**src/rtl/pipeline_ctrl_pkg.sv**
```systemverilog
`default_nettype none
// ============================================================================
//  Module   : pipeline_ctrl_pkg
//  Brief    : Shared types and constants for the pipeline stall/flush
//             sequencer (memory FSM states, hazard causes, x0 register id).
//  Revision : 1.0 - initial release
// ============================================================================
package pipeline_ctrl_pkg;

    // Data-memory handshake FSM states
    typedef enum logic [1:0] {
        RUN      = 2'd0,
        MEM_WAIT = 2'd1,
        ERR      = 2'd2
    } mem_state_e;

    // Architectural zero register never creates a dependency
    localparam logic [4:0] REG_X0 = 5'd0;

    // Hazard cause, encoded in rising priority order
    typedef enum logic [1:0] {
        CAUSE_NONE       = 2'd0,
        CAUSE_LOAD_USE   = 2'd1,
        CAUSE_MISPREDICT = 2'd2,
        CAUSE_MEM_STALL  = 2'd3
    } hazard_cause_e;

    // Resolve simultaneous hazards: memory wait beats mispredict beats load-use
    function automatic hazard_cause_e hazard_cause(
        input logic mem_stall,
        input logic mispredict,
        input logic load_use
    );
        if (mem_stall)       return CAUSE_MEM_STALL;
        else if (mispredict) return CAUSE_MISPREDICT;
        else if (load_use)   return CAUSE_LOAD_USE;
        else                 return CAUSE_NONE;
    endfunction

endpackage
`default_nettype wire

```
**src/rtl/pipeline_ctrl_mem_fsm.sv**
```systemverilog
`default_nettype none
// ============================================================================
//  Module   : pipeline_ctrl_mem_fsm
//  Brief    : Data-memory request handshake. Tracks consecutive wait cycles,
//             raises the memory stall and latches a sticky timeout error.
//  Revision : 1.0 - initial release
// ============================================================================
module pipeline_ctrl_mem_fsm
    import pipeline_ctrl_pkg::*;
#(
    parameter int MEM_TIMEOUT = 16
) (
    input  logic Clk_i,
    input  logic Rst_ni,
    input  logic MEM_Req_i,
    input  logic DMem_Ack_i,
    output logic DMem_Req_o,
    output logic MemStall_o,
    output logic Err_o
);

    localparam logic [7:0] TIMEOUT_CNT = 8'(MEM_TIMEOUT);

    mem_state_e state_q;
    logic [7:0] wait_cnt_q;

    // Handshake FSM with wait-cycle counter; ERR is left only through reset
    always_ff @(posedge Clk_i or negedge Rst_ni) begin
        if (!Rst_ni) begin
            state_q    <= RUN;
            wait_cnt_q <= 8'd0;
        end else begin
            case (state_q)
                RUN: begin
                    if (MEM_Req_i && !DMem_Ack_i) begin
                        state_q    <= MEM_WAIT;
                        wait_cnt_q <= 8'd1;
                    end
                end
                MEM_WAIT: begin
                    if (DMem_Ack_i) begin
                        state_q    <= RUN;
                        wait_cnt_q <= 8'd0;
                    end else if (wait_cnt_q == TIMEOUT_CNT) begin
                        state_q    <= ERR;
                    end else begin
                        wait_cnt_q <= wait_cnt_q + 8'd1;
                    end
                end
                ERR: begin
                    state_q <= ERR;
                end
                default: begin
                    state_q    <= RUN;
                    wait_cnt_q <= 8'd0;
                end
            endcase
        end
    end

    // Request passes straight through unless the memory has been given up on;
    // outputs are held low for the whole time reset is asserted
    assign DMem_Req_o = Rst_ni && MEM_Req_i && (state_q != ERR);
    assign MemStall_o = Rst_ni && ((state_q == ERR) || (MEM_Req_i && !DMem_Ack_i));
    assign Err_o      = Rst_ni && (state_q == ERR);

endmodule
`default_nettype wire

```
**src/rtl/pipeline_ctrl.sv**
```systemverilog
`default_nettype none
// ============================================================================
//  Module   : pipeline_ctrl
//  Brief    : Stall/flush sequencer for the 5-stage RV32I pipeline. Resolves
//             memory wait, EX mispredict and ID load-use hazards in priority
//             order. Define PIPELINE_CTRL_PERF_EN to build the saturating
//             stall-cycle and flush performance counters.
//  Revision : 1.0 - initial release
// ============================================================================
module pipeline_ctrl
    import pipeline_ctrl_pkg::*;
#(
    parameter int MEM_TIMEOUT = 16,
    parameter int CNT_W       = 32
) (
    input  logic             Clk_i,
    input  logic             Rst_ni,
    input  logic [4:0]       ID_Rs1_i,
    input  logic [4:0]       ID_Rs2_i,
    input  logic             ID_UsesRs1_i,
    input  logic             ID_UsesRs2_i,
    input  logic [4:0]       EX_Rd_i,
    input  logic             EX_MemRdEn_i,
    input  logic             EX_Mispredict_i,
    input  logic             MEM_Req_i,
    input  logic             DMem_Ack_i,
    output logic             DMem_Req_o,
    output logic             PC_Stall_o,
    output logic             PC_Redirect_o,
    output logic             IF_ID_Stall_o,
    output logic             IF_ID_Flush_o,
    output logic             ID_EX_Stall_o,
    output logic             ID_EX_Flush_o,
    output logic             EX_MEM_Stall_o,
    output logic             MEM_WB_Bubble_o,
    output logic             Err_o,
    output logic [CNT_W-1:0] Perf_StallCyc_o,
    output logic [CNT_W-1:0] Perf_Flush_o
);

    logic          mem_stall;
    logic          rs1_hit;
    logic          rs2_hit;
    logic          load_use;
    hazard_cause_e cause;

    pipeline_ctrl_mem_fsm #(
        .MEM_TIMEOUT (MEM_TIMEOUT)
    ) u_mem_fsm (
        .Clk_i      (Clk_i),
        .Rst_ni     (Rst_ni),
        .MEM_Req_i  (MEM_Req_i),
        .DMem_Ack_i (DMem_Ack_i),
        .DMem_Req_o (DMem_Req_o),
        .MemStall_o (mem_stall),
        .Err_o      (Err_o)
    );

    // A load in EX feeding a register the ID instruction actually reads
    assign rs1_hit  = ID_UsesRs1_i && (ID_Rs1_i == EX_Rd_i);
    assign rs2_hit  = ID_UsesRs2_i && (ID_Rs2_i == EX_Rd_i);
    assign load_use = EX_MemRdEn_i && (EX_Rd_i != REG_X0) && (rs1_hit || rs2_hit);

    assign cause = Rst_ni ? hazard_cause(mem_stall, EX_Mispredict_i, load_use) : CAUSE_NONE;

    // Map the winning hazard onto the pipeline-register controls
    always_comb begin
        PC_Stall_o      = 1'b0;
        PC_Redirect_o   = 1'b0;
        IF_ID_Stall_o   = 1'b0;
        IF_ID_Flush_o   = 1'b0;
        ID_EX_Stall_o   = 1'b0;
        ID_EX_Flush_o   = 1'b0;
        EX_MEM_Stall_o  = 1'b0;
        MEM_WB_Bubble_o = 1'b0;
        case (cause)
            CAUSE_MEM_STALL: begin
                // Freeze everything up to EX/MEM; a mispredict in EX is kept
                // and acted on once memory releases the pipe
                PC_Stall_o      = 1'b1;
                IF_ID_Stall_o   = 1'b1;
                ID_EX_Stall_o   = 1'b1;
                EX_MEM_Stall_o  = 1'b1;
                MEM_WB_Bubble_o = 1'b1;
            end
            CAUSE_MISPREDICT: begin
                // Younger instructions in IF and ID are wrong-path
                PC_Redirect_o   = 1'b1;
                IF_ID_Flush_o   = 1'b1;
                ID_EX_Flush_o   = 1'b1;
            end
            CAUSE_LOAD_USE: begin
                // Hold the consumer in ID and push one bubble into EX
                PC_Stall_o      = 1'b1;
                IF_ID_Stall_o   = 1'b1;
                ID_EX_Flush_o   = 1'b1;
            end
            default: begin
            end
        endcase
    end

`ifdef PIPELINE_CTRL_PERF_EN
    localparam logic [CNT_W-1:0] CNT_ONE = CNT_W'(1);

    logic [CNT_W-1:0] stall_cnt_q;
    logic [CNT_W-1:0] flush_cnt_q;

    // Saturating counters of stalled-PC cycles and mispredict redirects
    always_ff @(posedge Clk_i or negedge Rst_ni) begin
        if (!Rst_ni) begin
            stall_cnt_q <= '0;
            flush_cnt_q <= '0;
        end else begin
            if (PC_Stall_o && (stall_cnt_q != {CNT_W{1'b1}})) begin
                stall_cnt_q <= stall_cnt_q + CNT_ONE;
            end
            if (PC_Redirect_o && (flush_cnt_q != {CNT_W{1'b1}})) begin
                flush_cnt_q <= flush_cnt_q + CNT_ONE;
            end
        end
    end

    assign Perf_StallCyc_o = stall_cnt_q;
    assign Perf_Flush_o    = flush_cnt_q;
`else
    assign Perf_StallCyc_o = '0;
    assign Perf_Flush_o    = '0;
`endif

endmodule
`default_nettype wire

```
**config.mk**
```make
export PLATFORM = sky130hd
export DESIGN_NAME = pipeline_ctrl
export DESIGN_NICKNAME = d
export VERILOG_FILES = /design/src/rtl/pipeline_ctrl_pkg.sv /design/src/rtl/pipeline_ctrl_mem_fsm.sv /design/src/rtl/pipeline_ctrl.sv
export SDC_FILE = /design/constraint.sdc
export NUM_CORES = 1
export LEC_CHECK = 0
export BUFFER_PORTS_ARGS = -buffer_cell sky130_fd_sc_hd__clkbuf_2
export CAP_MARGIN = 20
export CORE_MARGIN = 2
export CORE_UTILIZATION = 45
export CTS_BUF_LIST = sky130_fd_sc_hd__clkbuf_8
export CTS_CLUSTER_SIZE = 28
export DETAILED_ROUTE_END_ITERATION = 10
export PLACE_DENSITY = 0.88
export SETUP_SLACK_MARGIN = 0.4
export SKIP_CTS_REPAIR_TIMING = 1
export SYNTH_ARGS = -nofsm -noshare
export SYNTH_HDL_FRONTEND = slang
export SYNTH_SLANG_ARGS = --single-unit
```
**constraint.sdc**
```tcl
create_clock -name Clk_i -period 2.8 [get_ports Clk_i]
set_clock_uncertainty 0.1 [all_clocks]
set_input_delay 0.14 -clock Clk_i [delete_from_list [all_inputs] [get_ports Clk_i]]
set_output_delay 0.14 -clock Clk_i [all_outputs]
set_load 0.01 [all_outputs]
```
==> results.txt <==
- The region available for standard cell placement spans 2760 µm².
- Number of top-level design ports: 97
- The largest single stage delay on the critical path is 0.52 ns.
* Hold Path Cell Cnt: 2
* Residual overflow from global routing: 0
- For the worst-skew pair, the clock arrives at the later sink with an insertion delay of 0.24 ns.
- Relative to the synthesized area, the layout overhead comes to -2.69%.
- Netlist Area Pre-Place: 1300 µm²
- Data arrives at the worst endpoint at 1.85 ns.
- Antenna Cells: 0
- Global routing used 12.5% of the available tracks across all layers.
* Number of placed cells counting well taps: 214
* Cell type contributing the most total cell area after synthesis: buf_4
- Across the whole layout, storage elements account for 250 µm².
- Post-Route Hold Slack: 0.0502 ns
- At the end of routability-driven placement, the weighted congestion stood at 0.844.
- After synthesis, the largest area contributor takes up 39.2% of total cell area.
- Sequential area share after synthesis: 19.2%
- EDFF count, synth: 0
- The placed instances occupy a cell area of 1220 µm².
* Power, Total: 0.650 mW
* Detailed-route wire length per cell: 9.70 µm
* Async set-or-reset flop fraction in the synthesized netlist: 100%
* First-pass GRT wire length: 3190 µm
* Die Outline Area: 3340 µm²
- Pin count of the biggest net entering global routing: 17
- The finished cells cover 1270 µm².
* Ratio of total power to cell area: 513 nW/µm²
- Slowest cell on the critical path: dlygate4sd3_1
- During placement, the flow inserted port buffers numbering 32.
- LEAKAGE: 0.715 nW
- Die boundary height: 57.8 µm
* Synthesized flop and latch total: 10
- Area used by multi-input combinational logic: 748 µm²
- At the worst endpoint, the required time is 2.56 ns.
* Fmax: 479 MHz
- Vias per std cell: 4.32
- The run finished with clean final reports.
* TritonCTS clock tree: built
* Antenna-violating nets left: 0
- Count leader, synth: buf_4
- CP cell instances: dlygate4sd3_1 -> clkbuf_2 -> nand2_1 -> nor2_1 -> a32oi_1 -> ha_1 -> inv_1 -> clkbuf_2
* Master cell of the clock root buffer: clkbuf_8
- Initial antenna violation count: 0
- Depth of the most critical reg-to-reg path: 4
- Excluding fillers, the count of instances in the completed layout stands at 218.
- Crit. End Element: output port
* Crit-path max FO: 16
- Number of placement rows: 19
* Layout filler cell count: 278
- Final count of negative-setup-slack endpoints: 0
- First-pass iteration count of the detailed router: 4
- Detailed-route wire length: 2110 µm
- Number of design-rule violations left by the first detailed-router iteration: 35
- Synthesis produced a netlist whose cell count is 157.
- After clock tree synthesis, the clock-pin slew on the worst setup and hold paths is 0.05 ns.
- Sorting the synthesized cells by how often they occur yields buf_4 (68), dfrtp_1 (10), xnor2_1 (10), nand2_1 (9), nor2_1 (8).
- Total number of nets in the final design: 216
- Setup repair after global routing missed its margin: false
- Number of clock buffers inserted by TritonCTS: 3
- Counting along the longest clock path gives a buffer depth of 2.
- Initial core utilization: 47.2%
- CTS built an H-tree with a depth of 1.
- Post-Route Setup TNS: 0 ns
* R2R Setup Slk: 1.21 ns
- Of the cells placed in the final design, the portion with a size suffix greater than 1 is 21.4%.
- After detailed routing, the met2 layer carries 1100 µm of wire.
- Kind of start point of the critical path: input pin
* Slew @ Worst Pin: 0.518 ns
- Post-synth top flop: dfrtp_1
* Via count of the first global-routing pass: 754
- The worst path needs 2.09 ns of the cycle, external delays included.
- Final hold vios: 0
- Die Span X: 57.8 µm
- The cell that appears most often on the critical path is clkbuf_2.
- Synthesis instantiated 34 different standard cells from the library.
- Number of warnings printed during yosys synthesis: 0
* Post-route DRC violation count: 0
- Routed signal wires occupy layers up through met4.
- Averaged over all synthesized cells, the footprint is 8.30 µm².
- After layout, the worst path uses 74.5% of the clock period.
- Headroom to the max-slew limit came out at 65.4%.
* Sink Count: 10
- Max cap viols: 0
- Detailed placement ended at an HPWL of 1790 µm.
* Max VDD drop: 0.000376 V
- Min-delay worst type: input pin to register
- Sorting the synthesized cells by area gives the leading types as buf_4 (39%), dfrtp_1 (19%), xnor2_1 (6.7%).
- Detailed routing inserted a total of 942 vias.
* Critical setup path kind: input pin to output port
- After detailed routing, the met3 layer carries 161 µm of wire.
* Final-report max-slew violation count: 0
- The detailed router put a total of 815 µm of wire on met1.
[sequential cells by signal (all words and copies together) (netlist names)]
register	cells
u_mem_fsm.state_q	2
u_mem_fsm.wait_cnt_q	8
[through the flow]
| step | utilization, % | setup slack, ns |
|---|---|---|
| 2_1_floorplan | - | 1.22 |
| 3_3_place_gp | 44.1 | 1.23 |
| 3_5_place_dp | 44.1 | 1.19 |
| 4_1_cts | 45.6 | 0.931 |
| 5_1_grt | 46.0 | 0.600 |
| 6_report | 46.0 | 0.713 |
[final cells by class]
class                   instances  share of cell area [%]
multi-input cells             136                    59.0
repair buffers                 33                    13.4
flip-flops and latches         10                    19.7
inverters                       5                    1.48
well taps                      31                    3.06
clock buffers                   3                    3.26
[metal layers]
metal  vias up  GRT usage [%]
li1        451              -
met3         4           4.02
met2        43           20.6
met5         -              0
met4         0           6.64
met1       444           14.2
[final timing paths]
kind                                         startpoint                      end
worst max-delay path                             Rst_ni            ID_EX_Flush_o
worst min-delay path                         DMem_Ack_i  u_mem_fsm.wait_cnt_q[0]
worst max register to register     u_mem_fsm.state_q[1]  u_mem_fsm.wait_cnt_q[2]
worst min register to register  u_mem_fsm.wait_cnt_q[4]  u_mem_fsm.wait_cnt_q[4]
max in group asynchronous                        Rst_ni  u_mem_fsm.wait_cnt_q[5]
min in group asynchronous                        Rst_ni  u_mem_fsm.wait_cnt_q[0]
[cells by family (layout without fill, tap and decap cells)]
kind of cell | Yosys count | count (layout) | share of synthesized area (%)
buffers and inverters | 74 | 41 | 41.5
AND/OR/NAND/NOR | 32 | 32 | 13.6
AO/OA/AOI/OAI | 24 | 24 | 13.5
XOR/XNOR | 12 | 12 | 8.07
flip-flops | 10 | 10 | 19.2
adder cells (fa/ha/maj) | 4 | 4 | 3.84
other | 1 | 64 | 0.288
[power breakdown]
group	leakage, nW	switching (mW)	total, mW	internal, mW
combinational	0.558	0.178	0.297	0.119
sequential	0.135	0.0328	0.205	0.172
clock	0.0216	0.0544	0.148	0.0940
[critical path: cells and delay by family]
kind,cells,cell delay (ns)
AO/OA/AOI/OAI,1,0.14
buffers and inverters,4,1.00
adder cells (fa/ha/maj),1,0.31
AND/OR/NAND/NOR,2,0.25
[cells in the final DEF, fill, tap and decap left out, types with 3 or more instances in the layout]
cell type and instances:
nand3_1 3, o21ai_1 4, nand2_1 9, conb_1 64, a22o_1 3, dfrtp_1 10
inv_1 5, ha_1 4, and3_1 3, nor2_1 8, clkbuf_8 3, xnor2_1 10
clkbuf_2 32
Power figures use the tool's default switching activity.
